[src/rtl/riscv_decode_stage.sv]
// RV32I decode stage: decodes {pc, inst} from IF, reads the register file combinationally and
// registers the ALU/MEM/WB control bundle toward EX behind a single-entry valid/ready register.
module riscv_decode_stage #(
    parameter int unsigned WORD_LENGTH = 32
) (
    input  logic                   clk,
    input  logic                   rst_n,
    input  logic                   in_valid,
    output logic                   in_ready,
    input  logic [WORD_LENGTH-1:0] in_pc,
    input  logic [31:0]            in_inst,
    output logic [4:0]             rs1_addr,
    output logic [4:0]             rs2_addr,
    input  logic [WORD_LENGTH-1:0] rs1_data,
    input  logic [WORD_LENGTH-1:0] rs2_data,
    input  logic                   flush,
    output logic                   out_valid,
    input  logic                   out_ready,
    output logic [4:0]             out_exec_fun,
    output logic [WORD_LENGTH-1:0] out_data1,
    output logic [WORD_LENGTH-1:0] out_data2,
    output logic [WORD_LENGTH-1:0] out_store_data,
    output logic [WORD_LENGTH-1:0] out_br_target,
    output logic [WORD_LENGTH-1:0] out_pc,
    output logic [4:0]             out_rd,
    output logic                   out_rf_wen,
    output logic                   out_mem_ren,
    output logic                   out_mem_wen,
    output logic [2:0]             out_mem_funct3,
    output logic [1:0]             out_wb_sel,
    output logic                   out_illegal
);
    // exec_fun encoding shared with riscv_alu; ALU_ADD must stay 0 so reset clears to ADD
    localparam logic [4:0] ALU_ADD  = 5'd0,  ALU_SUB  = 5'd1,  ALU_SLL  = 5'd2,  ALU_SLT  = 5'd3;
    localparam logic [4:0] ALU_SLTU = 5'd4,  ALU_XOR  = 5'd5,  ALU_SRL  = 5'd6,  ALU_SRA  = 5'd7;
    localparam logic [4:0] ALU_OR   = 5'd8,  ALU_AND  = 5'd9,  ALU_BEQ  = 5'd10, ALU_BNE  = 5'd11;
    localparam logic [4:0] ALU_BLT  = 5'd12, ALU_BGE  = 5'd13, ALU_BLTU = 5'd14, ALU_BGEU = 5'd15;
    localparam logic [4:0] ALU_JALR = 5'd16;

    typedef struct packed {
        logic [4:0]             exec_fun;
        logic [WORD_LENGTH-1:0] data1;
        logic [WORD_LENGTH-1:0] data2;
        logic [WORD_LENGTH-1:0] store_data;
        logic [WORD_LENGTH-1:0] br_target;
        logic [WORD_LENGTH-1:0] pc;
        logic [4:0]             rd;
        logic                   rf_wen;
        logic                   mem_ren;
        logic                   mem_wen;
        logic [2:0]             mem_funct3;
        logic [1:0]             wb_sel;
        logic                   illegal;
    } bundle_t;

    bundle_t    dec, bundle_d, bundle_q;
    logic       valid_d, valid_q;
    logic       accept;
    logic [6:0] opcode, funct7;
    logic [2:0] funct3;
    logic [4:0] alu_fun;
    logic [31:0] imm_i32, imm_s32, imm_b32, imm_u32, imm_j32;

    assign opcode   = in_inst[6:0];
    assign funct3   = in_inst[14:12];
    assign funct7   = in_inst[31:25];
    assign rs1_addr = in_inst[19:15];
    assign rs2_addr = in_inst[24:20];

    assign imm_i32 = {{20{in_inst[31]}}, in_inst[31:20]};
    assign imm_s32 = {{20{in_inst[31]}}, in_inst[31:25], in_inst[11:7]};
    assign imm_b32 = {{20{in_inst[31]}}, in_inst[7], in_inst[30:25], in_inst[11:8], 1'b0};
    assign imm_u32 = {in_inst[31:12], 12'b0};
    assign imm_j32 = {{12{in_inst[31]}}, in_inst[19:12], in_inst[20], in_inst[30:21], 1'b0};

    // Register/immediate ALU function selected by funct3 alone (SUB/SRA handled by the caller)
    always_comb begin
        case (funct3)
            3'b000:  alu_fun = ALU_ADD;
            3'b001:  alu_fun = ALU_SLL;
            3'b010:  alu_fun = ALU_SLT;
            3'b011:  alu_fun = ALU_SLTU;
            3'b100:  alu_fun = ALU_XOR;
            3'b101:  alu_fun = ALU_SRL;
            3'b110:  alu_fun = ALU_OR;
            default: alu_fun = ALU_AND;
        endcase
    end

    always_comb begin
        dec         = '0;
        dec.pc      = in_pc;
        dec.rd      = in_inst[11:7];
        dec.exec_fun = ALU_ADD;
        unique case (opcode)
            7'b0110011: begin
                dec.data1  = rs1_data;
                dec.data2  = rs2_data;
                dec.rf_wen = 1'b1;
                if (funct7 == 7'h00) begin
                    dec.exec_fun = alu_fun;
                end else if (funct7 == 7'h20 && funct3 == 3'b000) begin
                    dec.exec_fun = ALU_SUB;
                end else if (funct7 == 7'h20 && funct3 == 3'b101) begin
                    dec.exec_fun = ALU_SRA;
                end else begin
                    dec.illegal = 1'b1;
                end
            end
            7'b0010011: begin
                dec.data1    = rs1_data;
                dec.data2    = WORD_LENGTH'($signed(imm_i32));
                dec.rf_wen   = 1'b1;
                dec.exec_fun = alu_fun;
                if (funct3 == 3'b001 || funct3 == 3'b101) begin
                    dec.data2 = WORD_LENGTH'(in_inst[24:20]);
                    if (funct7 != 7'h00 && funct7 != 7'h20) dec.illegal = 1'b1;
                    if (funct3 == 3'b101 && funct7 == 7'h20) dec.exec_fun = ALU_SRA;
                end
            end
            7'b0110111, 7'b0010111: begin
                dec.data1  = (opcode[5]) ? '0 : in_pc;
                dec.data2  = WORD_LENGTH'($signed(imm_u32));
                dec.rf_wen = 1'b1;
            end
            7'b0000011: begin
                dec.data1      = rs1_data;
                dec.data2      = WORD_LENGTH'($signed(imm_i32));
                dec.mem_ren    = 1'b1;
                dec.mem_funct3 = funct3;
                dec.wb_sel     = 2'd1;
                dec.rf_wen     = 1'b1;
            end
            7'b0100011: begin
                dec.data1      = rs1_data;
                dec.data2      = WORD_LENGTH'($signed(imm_s32));
                dec.store_data = rs2_data;
                dec.mem_wen    = 1'b1;
                dec.mem_funct3 = funct3;
            end
            7'b1100011: begin
                dec.data1     = rs1_data;
                dec.data2     = rs2_data;
                dec.br_target = in_pc + WORD_LENGTH'($signed(imm_b32));
                case (funct3)
                    3'b000:  dec.exec_fun = ALU_BEQ;
                    3'b001:  dec.exec_fun = ALU_BNE;
                    3'b100:  dec.exec_fun = ALU_BLT;
                    3'b101:  dec.exec_fun = ALU_BGE;
                    3'b110:  dec.exec_fun = ALU_BLTU;
                    3'b111:  dec.exec_fun = ALU_BGEU;
                    default: dec.illegal  = 1'b1;
                endcase
            end
            7'b1101111: begin
                dec.data1  = in_pc;
                dec.data2  = WORD_LENGTH'($signed(imm_j32));
                dec.wb_sel = 2'd2;
                dec.rf_wen = 1'b1;
            end
            7'b1100111: begin
                dec.data1    = rs1_data;
                dec.data2    = WORD_LENGTH'($signed(imm_i32));
                dec.exec_fun = ALU_JALR;
                dec.wb_sel   = 2'd2;
                dec.rf_wen   = 1'b1;
            end
            7'b0001111: ;
            default: dec.illegal = 1'b1;
        endcase
        // Illegal bundles still travel to EX, but with every side effect stripped
        if (dec.illegal) begin
            dec.exec_fun   = ALU_ADD;
            dec.data1      = '0;
            dec.data2      = '0;
            dec.store_data = '0;
            dec.br_target  = '0;
            dec.rf_wen     = 1'b0;
            dec.mem_ren    = 1'b0;
            dec.mem_wen    = 1'b0;
            dec.mem_funct3 = '0;
            dec.wb_sel     = '0;
        end
        if (dec.rd == 5'd0) dec.rf_wen = 1'b0;
    end

    assign in_ready = ~valid_q | out_ready;
    assign accept   = in_valid & in_ready & ~flush;

    always_comb begin
        valid_d  = valid_q;
        bundle_d = bundle_q;
        if (flush) begin
            valid_d = 1'b0;
        end else if (accept) begin
            valid_d  = 1'b1;
            bundle_d = dec;
        end else if (out_ready) begin
            valid_d = 1'b0;
        end
    end

    always_ff @(posedge clk or negedge rst_n) begin
        if (!rst_n) begin
            valid_q  <= 1'b0;
            bundle_q <= '0;
        end else begin
            valid_q  <= valid_d;
            bundle_q <= bundle_d;
        end
    end

    assign out_valid      = valid_q;
    assign out_exec_fun   = bundle_q.exec_fun;
    assign out_data1      = bundle_q.data1;
    assign out_data2      = bundle_q.data2;
    assign out_store_data = bundle_q.store_data;
    assign out_br_target  = bundle_q.br_target;
    assign out_pc         = bundle_q.pc;
    assign out_rd         = bundle_q.rd;
    assign out_rf_wen     = bundle_q.rf_wen;
    assign out_mem_ren    = bundle_q.mem_ren;
    assign out_mem_wen    = bundle_q.mem_wen;
    assign out_mem_funct3 = bundle_q.mem_funct3;
    assign out_wb_sel     = bundle_q.wb_sel;
    assign out_illegal    = bundle_q.illegal;

endmodule

[config.mk]
export PLATFORM = sky130hd
export DESIGN_NAME = riscv_decode_stage
export DESIGN_NICKNAME = d
export VERILOG_FILES = /design/src/rtl/riscv_decode_stage.sv
export SDC_FILE = /design/constraint.sdc
export NUM_CORES = 1
export LEC_CHECK = 0
export CAP_MARGIN = 20
export CORE_MARGIN = 5
export CORE_UTILIZATION = 48
export DETAILED_ROUTE_END_ITERATION = 12
export PLACE_DENSITY = 0.95
export SETUP_SLACK_MARGIN = 0.05
export SLEW_MARGIN = 10
export SYNTH_ARGS = -nofsm -noshare
export SYNTH_HDL_FRONTEND = slang
export SYNTH_SLANG_ARGS = --single-unit
[constraint.sdc]
create_clock -name clk -period 2.87 [get_ports clk]
set_input_delay 0.7175 -clock clk [delete_from_list [all_inputs] [get_ports clk]]
set_output_delay 0.7175 -clock clk [all_outputs]
set_load 0.02 [all_outputs]
; After elaboration in Yosys (flattened, before gate mapping)
; Cells that the tools add are included.
[word_totals]
reg_bits = 180
latchBits = 0
ram_bits = 0
rom_bits = 0
input_bits = 133
out_inout_bits = 191
wordCells = 88
mem_count = 0
[op_classes]
addsub = 1
n_mul = 0
n_div = 0
n_lt_le_gt_ge = 0
eq_ne = 19
shift = 0
mux = 31
bitwise_logic = 5
n_reduce_logical = 18
[op_table]
columns = op, n
row1 = case mux 64 bit (6 select lines), 1
row2 = 2-to-1 mux 133 bit, 1
row3 = 2-to-1 mux 32 bit, 4
row4 = adder 32 bit, 1
row5 = == test 7 x 6 -> 1 bit (second input constant), 4
row6 = case mux 4 bit (7 select lines), 1
row7 = case mux 4 bit (6 select lines), 1
row8 = == test 7 bit (second input constant), 3
row9 = 2-to-1 mux 5 bit, 4
row10 = case mux 5 bit (4 select lines), 1
row11 = == test 7 x 5 -> 1 bit (second input constant), 2
row12 = OR reduction 7 bit, 2
row13 = 2-to-1 mux 1 bit, 13
row14 = == test 3 bit (second input constant), 4
row15 = OR reduction 2 bit, 5
row16 = 2-to-1 mux 8 bit, 1
row17 = == test 7 x 2 -> 1 bit (second input constant), 1
row18 = == test 7 x 4 -> 1 bit (second input constant), 1
row19 = logical NOT 7 bit, 1
row20 = != test 7 x 6 -> 1 bit (second input constant), 1
row21 = nonzero test 7 bit, 1
row22 = == test 3 x 2 -> 1 bit (second input constant), 2
row23 = 2-to-1 mux 3 bit, 2
row24 = OR reduction 6 bit, 1
row25 = other kinds (12), 16

; Logic depth before layout (Yosys ltp)
[logic_depth]
depth_word = 8
depth_mapped = 11
depth_no_buf = 11

; Worst setup path before layout
; OpenSTA, ideal clock, no wires.
[synth_timing]
path_kind = input-to-reg
startpoint = input in_pc[11]
endpoint = register bundle_q, in the netlist out_br_target[29]
setup_time_ns = 0.122
arrival_time_ns = 2.855
required_time_ns = 2.748
slack_ns = -0.107
path_stages = 8
n_path_buf = 0
path_cell_list = ha_1 -> and3_4 -> a221o_1 -> a21o_1 -> o31a_1 -> o211a_1 -> or3_1 -> a32o_1
[synth_between]
elab_chain_cells = 3
[synth_rtl]
columns = item, line
row1 = "start, declared", 10  ; input logic [WORD_LENGTH-1:0] in_pc,
row2 = adder 32 bit, 144  ; dec.br_target = in_pc + WORD_LENGTH'($signed(imm_b32));
row3 = 2-to-1 mux 32 bit, 95  ; unique case (opcode)
row4 = 2-to-1 mux 133 bit, 172  ; if (dec.illegal) begin
row5 = "end signal, assigned", 209  ; bundle_q <= bundle_d;
row6 = "end, declared", 56  ; bundle_t dec, bundle_d, bundle_q;
; Every way passes these cells.
; A chain may end at the register's enable or synchronous reset.

; Worst setup path in the final report
[layout_timing]
startpoint = input in_inst[31]
endpoint = register bundle_q, in the netlist out_br_target[29]
[layout_between]
elab_chain_cells = 7
elab_cells_between_ends = 16
cone_classes = add/sub: 1 / eq/ne: 2 / mux: 8 / reduce/logical: 5
[layout_rtl]
columns = item, line
row1 = "start, declared", 11  ; input logic [31:0] in_inst,
row2 = "parallel branches: the longest is 6 deep, another holds adder 32 bit", n/a
row3 = 2-to-1 mux 133 bit *, 172
; Every way passes the cells marked *.

==> results <==
- The total routed wire length on the met1 layer is 12.9 mm.
- The first global-routing pass estimated 57.8 mm of wire.
- The count of final hold-check violations is 0.
- Setup slack closes at 41.1 ps.
- The internal power consumption is 4.69 mW.
- Subtracting the final worst setup slack from the clock period gives 2830 ps.
- In the final layout, the share of cells above drive strength 1 is 0.234.
- STA classifies the critical path startpoint as a primary input.
- After clock tree synthesis, the clock-pin slew on the worst setup and hold paths is 70 ps.
- The arrival time at the worst endpoint is 3150 ps.
- The fraction of synthesized cell area taken by the top area cell type is 0.492.
- Entering global routing, the biggest net connects 75 pins.
- The placement-stage cell area is 13700 sq um.
- Synthesis handed over a netlist of 898 instances.
- At the pin with the least slew margin, the transition time is 634 ps.
- The initial core utilization is 0.487.
- The count of input and output buffers is 323.
- The number of nets handed over by synthesis was 1067.
- The synthesis-to-finish area growth is 62.1%.
- At the end of routability-driven placement, the weighted congestion stood at 0.930.
- The final-layout worst hold slack is 312 ps.
- Dividing the synthesized area by the synthesized cell count gives 10.1 sq um.
- Setup repair after global routing could not meet its margin everywhere.
- The highest clock frequency the design can meet is 0.354 GHz.
- After detailed routing, the number of remaining DRC violations is 0.
- The detail route stage leaves a number of antenna-violating nets equal to 0.
- Summed over all cells, the static leakage comes to 6.38 nW.
- The warning count from the yosys run is 0.
- After detailed routing, the average wire length per cell comes to 23.8 um.
- The share of flip-flops with an asynchronous set or reset after synthesis is 1.00.
- In this run the tightest slew margin relative to its limit is 0.577.
- After detailed routing, the met3 layer carries 3.57 mm of wire.
- The vias after detailed routing is 9948.
- The worst hold path belongs to the class in -> async.
- The unique cell type count in the Yosys netlist is 59.
- The power after layout is 6.72 mW.
- The later pin in the worst-skew pair is clocked with a latency of 440 ps.
- 324 I/O pins were placed.
- The count of endpoints failing setup in the final report is 0.
- Sorting the synthesized cells by area gives the leading types as sky130_fd_sc_hd__dfrtp_1 49%, sky130_fd_sc_hd__o21ai_1 5.1%, sky130_fd_sc_hd__nand2_1 4.9%.
- The fill cell total of the finished layout is 1028.
- Of all cell types, the one taking the most synthesized area is sky130_fd_sc_hd__dfrtp_1.
- The flow ran to the end, and the final reports show no timing, DRC or antenna violations.
- The share of total power dissipated in the clock network is 0.361.
- For this design, the sink count on the clock tree is 179.
- The top flip-flop cell by instance count after synthesis is sky130_fd_sc_hd__dfrtp_1.
- In the final timing run, aggregate negative setup slack is 0 ps.
- The floorplan step defined a core boundary enclosing 18700 sq um.
- The max-capacitance violation count is 0.
- The cell sitting at the root of the clock tree is a sky130_fd_sc_hd__clkbuf_16.
- The commonest non-fill, non-tap cell in the layout is sky130_fd_sc_hd__clkdlybuf4s50_1.
- The die covers 21800 sq um.
- The pre-antenna-repair detailed-routing pass consisted of 6 iterations.
- The sequential fraction of design power is 0.396.
- The width of the chip is 148 um.
- After routing the design area is 14800 sq um.
- Across the whole layout, storage elements account for 4480 sq um.
- The worst IR drop on VDD is 0.430 mV.
- The worst setup path is captured at a register.
- The number of nets in the finished design is 1516.
- The multi-input combinational cells in the finished layout cover a total of 4650 sq um.
- For this design the ratio of total power to cell area is 456 nW/um^2.
- The startpoint-to-endpoint class of the critical path is in -> reg.
- The clock passes through at most 2 buffers.
- The overflow left after global routing is 0.
- The count of flip-flops with a built-in enable after synthesis is 0.
- The post-synthesis sequential area ratio is 0.492.
- The final number of max-transition violations is 0.
- Of the total power, the share spent switching nets is 0.302.
- The largest driver fanout on the critical path is 7.
- The mapped netlist covers 9100 sq um.
- The die is 148 um tall.
- For this design the total switching power over the nets is 2.03 mW.
- The routed wire length is 38.1 mm.
- The number of clock buffers added by TritonCTS is 17.
- The initial antenna violation count came to 5.
- The final setup skew is 9.55 ps.
- The average via count per standard cell is 6.21.
- After the first detailed-routing iteration, the DRC count stood at 1056.
- Leaving out fill and tap cells, the most frequent cells in the layout are 287 x sky130_fd_sc_hd__clkdlybuf4s50_1, 179 x sky130_fd_sc_hd__dfrtp_1, 157 x sky130_fd_sc_hd__buf_4, 117 x sky130_fd_sc_hd__nand2_1, 93 x sky130_fd_sc_hd__o21ai_1.
- The via count of the first global-routing pass is 10500.
- The number of levels in the clock H-tree is 4.
- The floorplan has 50 rows.
- The share of the cycle needed by the critical path after routing is 0.986.
- At the placement stage, the worst setup path has a slack of -741 ps.
- The number of register bits inferred by synthesis is 179.
- The half-perimeter wire length after detailed placement is 26.7 mm.
- The top layer reached by signal wires is met4.
- The required time of the critical path is 3190 ps.
- In the detailed route, the total length drawn on met2 is 19.2 mm.
- The global routing usage summed across all routing layers is 0.337.
- The share of total power in combinational logic is 0.242.
- The TritonCTS clock tree is done.
layout make-up:
class                           instances  area share
Antenna cell                            7     0.00119
Clock buffer                           18      0.0298
Clock inverter                         14      0.0109
Inverter                               12     0.00322
Multi-Input combinational cell        641       0.315
Sequential cell                       179       0.304
Tap cell                              234      0.0198
Timing Repair Buffer                  496       0.316
sequential cells by signal, indices dropped and copies added (netlist names), 2 cells and up:
register	cells
out_br_target	32
out_data1	32
out_data2	32
out_exec_fun	5
out_mem_funct3	3
out_pc	32
out_rd	5
out_store_data	32
out_wb_sel	2
worst max-delay path, stage by stage:
cell,delay (ps)
sky130_fd_sc_hd__buf_8,100
sky130_fd_sc_hd__buf_12,140
sky130_fd_sc_hd__buf_6,120
sky130_fd_sc_hd__ha_4,210
sky130_fd_sc_hd__a21o_1,200
sky130_fd_sc_hd__a31oi_2,190
sky130_fd_sc_hd__o21bai_1,130
sky130_fd_sc_hd__buf_4,160
sky130_fd_sc_hd__o31a_1,340
sky130_fd_sc_hd__o211a_1,240
sky130_fd_sc_hd__or3_1,320
sky130_fd_sc_hd__a32o_1,260
power groups by stage:
stage                     combinational, mW  clock (mW)  sequential (mW)
final                                  1.63        2.43             2.67
after detailed placement               1.48           0             2.71
after CTS                              1.55        2.43             2.66
after global routing                   1.71        2.54             2.68
after floorplan                       0.516           0             2.83
after global placement                 1.43           0             2.70
final timing paths:
| check | slack [ps] | from | end | cells after the start |
|---|---|---|---|---|
| max | 40 | in_inst[31] | out_br_target[29]$_DFFE_PN0P_ | 12 |
| min | 310 | rst_n | out_pc[24]$_DFFE_PN0P_ | 1 |
| max reg2reg | 870 | out_valid$_DFFE_PN0P_ | out_store_data[26]$_DFFE_PN0P_ | 7 |
| min reg2reg | 480 | out_mem_wen$_DFFE_PN0P_ | out_mem_wen$_DFFE_PN0P_ | 1 |
| max in group asynchronous | 1830 | rst_n | out_store_data[0]$_DFFE_PN0P_ | 2 |
| min in group clk | 480 | out_mem_wen$_DFFE_PN0P_ | out_mem_wen$_DFFE_PN0P_ | 1 |
metrics by stage:
| stage | std cells | util |
|---|---|---|
| 4_1_cts | 1589 | 0.781 |
| 6_report | 1601 | 0.789 |
| 3_3_place_gp | 1544 | 0.735 |
| 5_1_grt | 1600 | 0.789 |
| 2_1_floorplan | 898 | - |
| 3_5_place_dp | 1544 | 0.735 |
timing repair:
| action | 4_1_cts | 5_1_grt |
|---|---|---|
| setup endpoints to repair | 63 | 15 |
| cloned | 1 | 0 |
| buffers inserted | 12 | 5 |
| hold buffers | 0 | 0 |
| pin swaps | 31 | 32 |
| resized for setup | 96 | 36 |
layer usage:
layer,global-route usage,vias up
met2,0.593,722
met5,0,-
li1,-,4230
met1,0.367,4824
met4,0.207,0
met3,0.0803,172
Yosys cell counts (2+ instances only):
cell type                    n
sky130_fd_sc_hd__ha_1       35
sky130_fd_sc_hd__a32o_1      7
sky130_fd_sc_hd__a222oi_1    6
sky130_fd_sc_hd__a31oi_1     8
sky130_fd_sc_hd__o21ai_1    93
sky130_fd_sc_hd__and2_1      4
sky130_fd_sc_hd__or3_1       8
sky130_fd_sc_hd__a22o_1     39
sky130_fd_sc_hd__o31ai_1     5
sky130_fd_sc_hd__o211ai_1    3
sky130_fd_sc_hd__xor2_1     10
sky130_fd_sc_hd__clkbuf_1   48
sky130_fd_sc_hd__o22ai_1     3
sky130_fd_sc_hd__a32oi_1     2
sky130_fd_sc_hd__or2_2       3
sky130_fd_sc_hd__inv_1      12
sky130_fd_sc_hd__nand2_1   119
sky130_fd_sc_hd__or2_1       2
sky130_fd_sc_hd__buf_2       7
sky130_fd_sc_hd__and3_1      6
sky130_fd_sc_hd__o21ai_0    17
sky130_fd_sc_hd__nor3_1     14
sky130_fd_sc_hd__nor2b_1     6
sky130_fd_sc_hd__a211oi_1    4
sky130_fd_sc_hd__xnor2_1    12
sky130_fd_sc_hd__a221oi_1   19
sky130_fd_sc_hd__and4_1      2
sky130_fd_sc_hd__o21a_1      9
sky130_fd_sc_hd__a21o_1     24
sky130_fd_sc_hd__nand4_1     4
sky130_fd_sc_hd__mux2_2     36
sky130_fd_sc_hd__nor2_1     29
sky130_fd_sc_hd__buf_4      11
sky130_fd_sc_hd__o211a_1     2
sky130_fd_sc_hd__a21boi_1    3
sky130_fd_sc_hd__nand2b_1    5
sky130_fd_sc_hd__o21bai_1    3
sky130_fd_sc_hd__dfrtp_1   179
sky130_fd_sc_hd__a21oi_1    34
sky130_fd_sc_hd__nand3_1     8
sky130_fd_sc_hd__a22oi_1    38
sky130_fd_sc_hd__a211o_1     2
cells by family after synthesis:
group	count (synthesis)	share of synthesized area
compound gates	329	0.244
simple gates	218	0.110
flops	179	0.492
buf+inv	78	0.0377
mux	36	0.0445
fa+ha+maj	36	0.0503
xor+xnor	22	0.0212
Note: power is estimated with default switching activity, not from simulation.
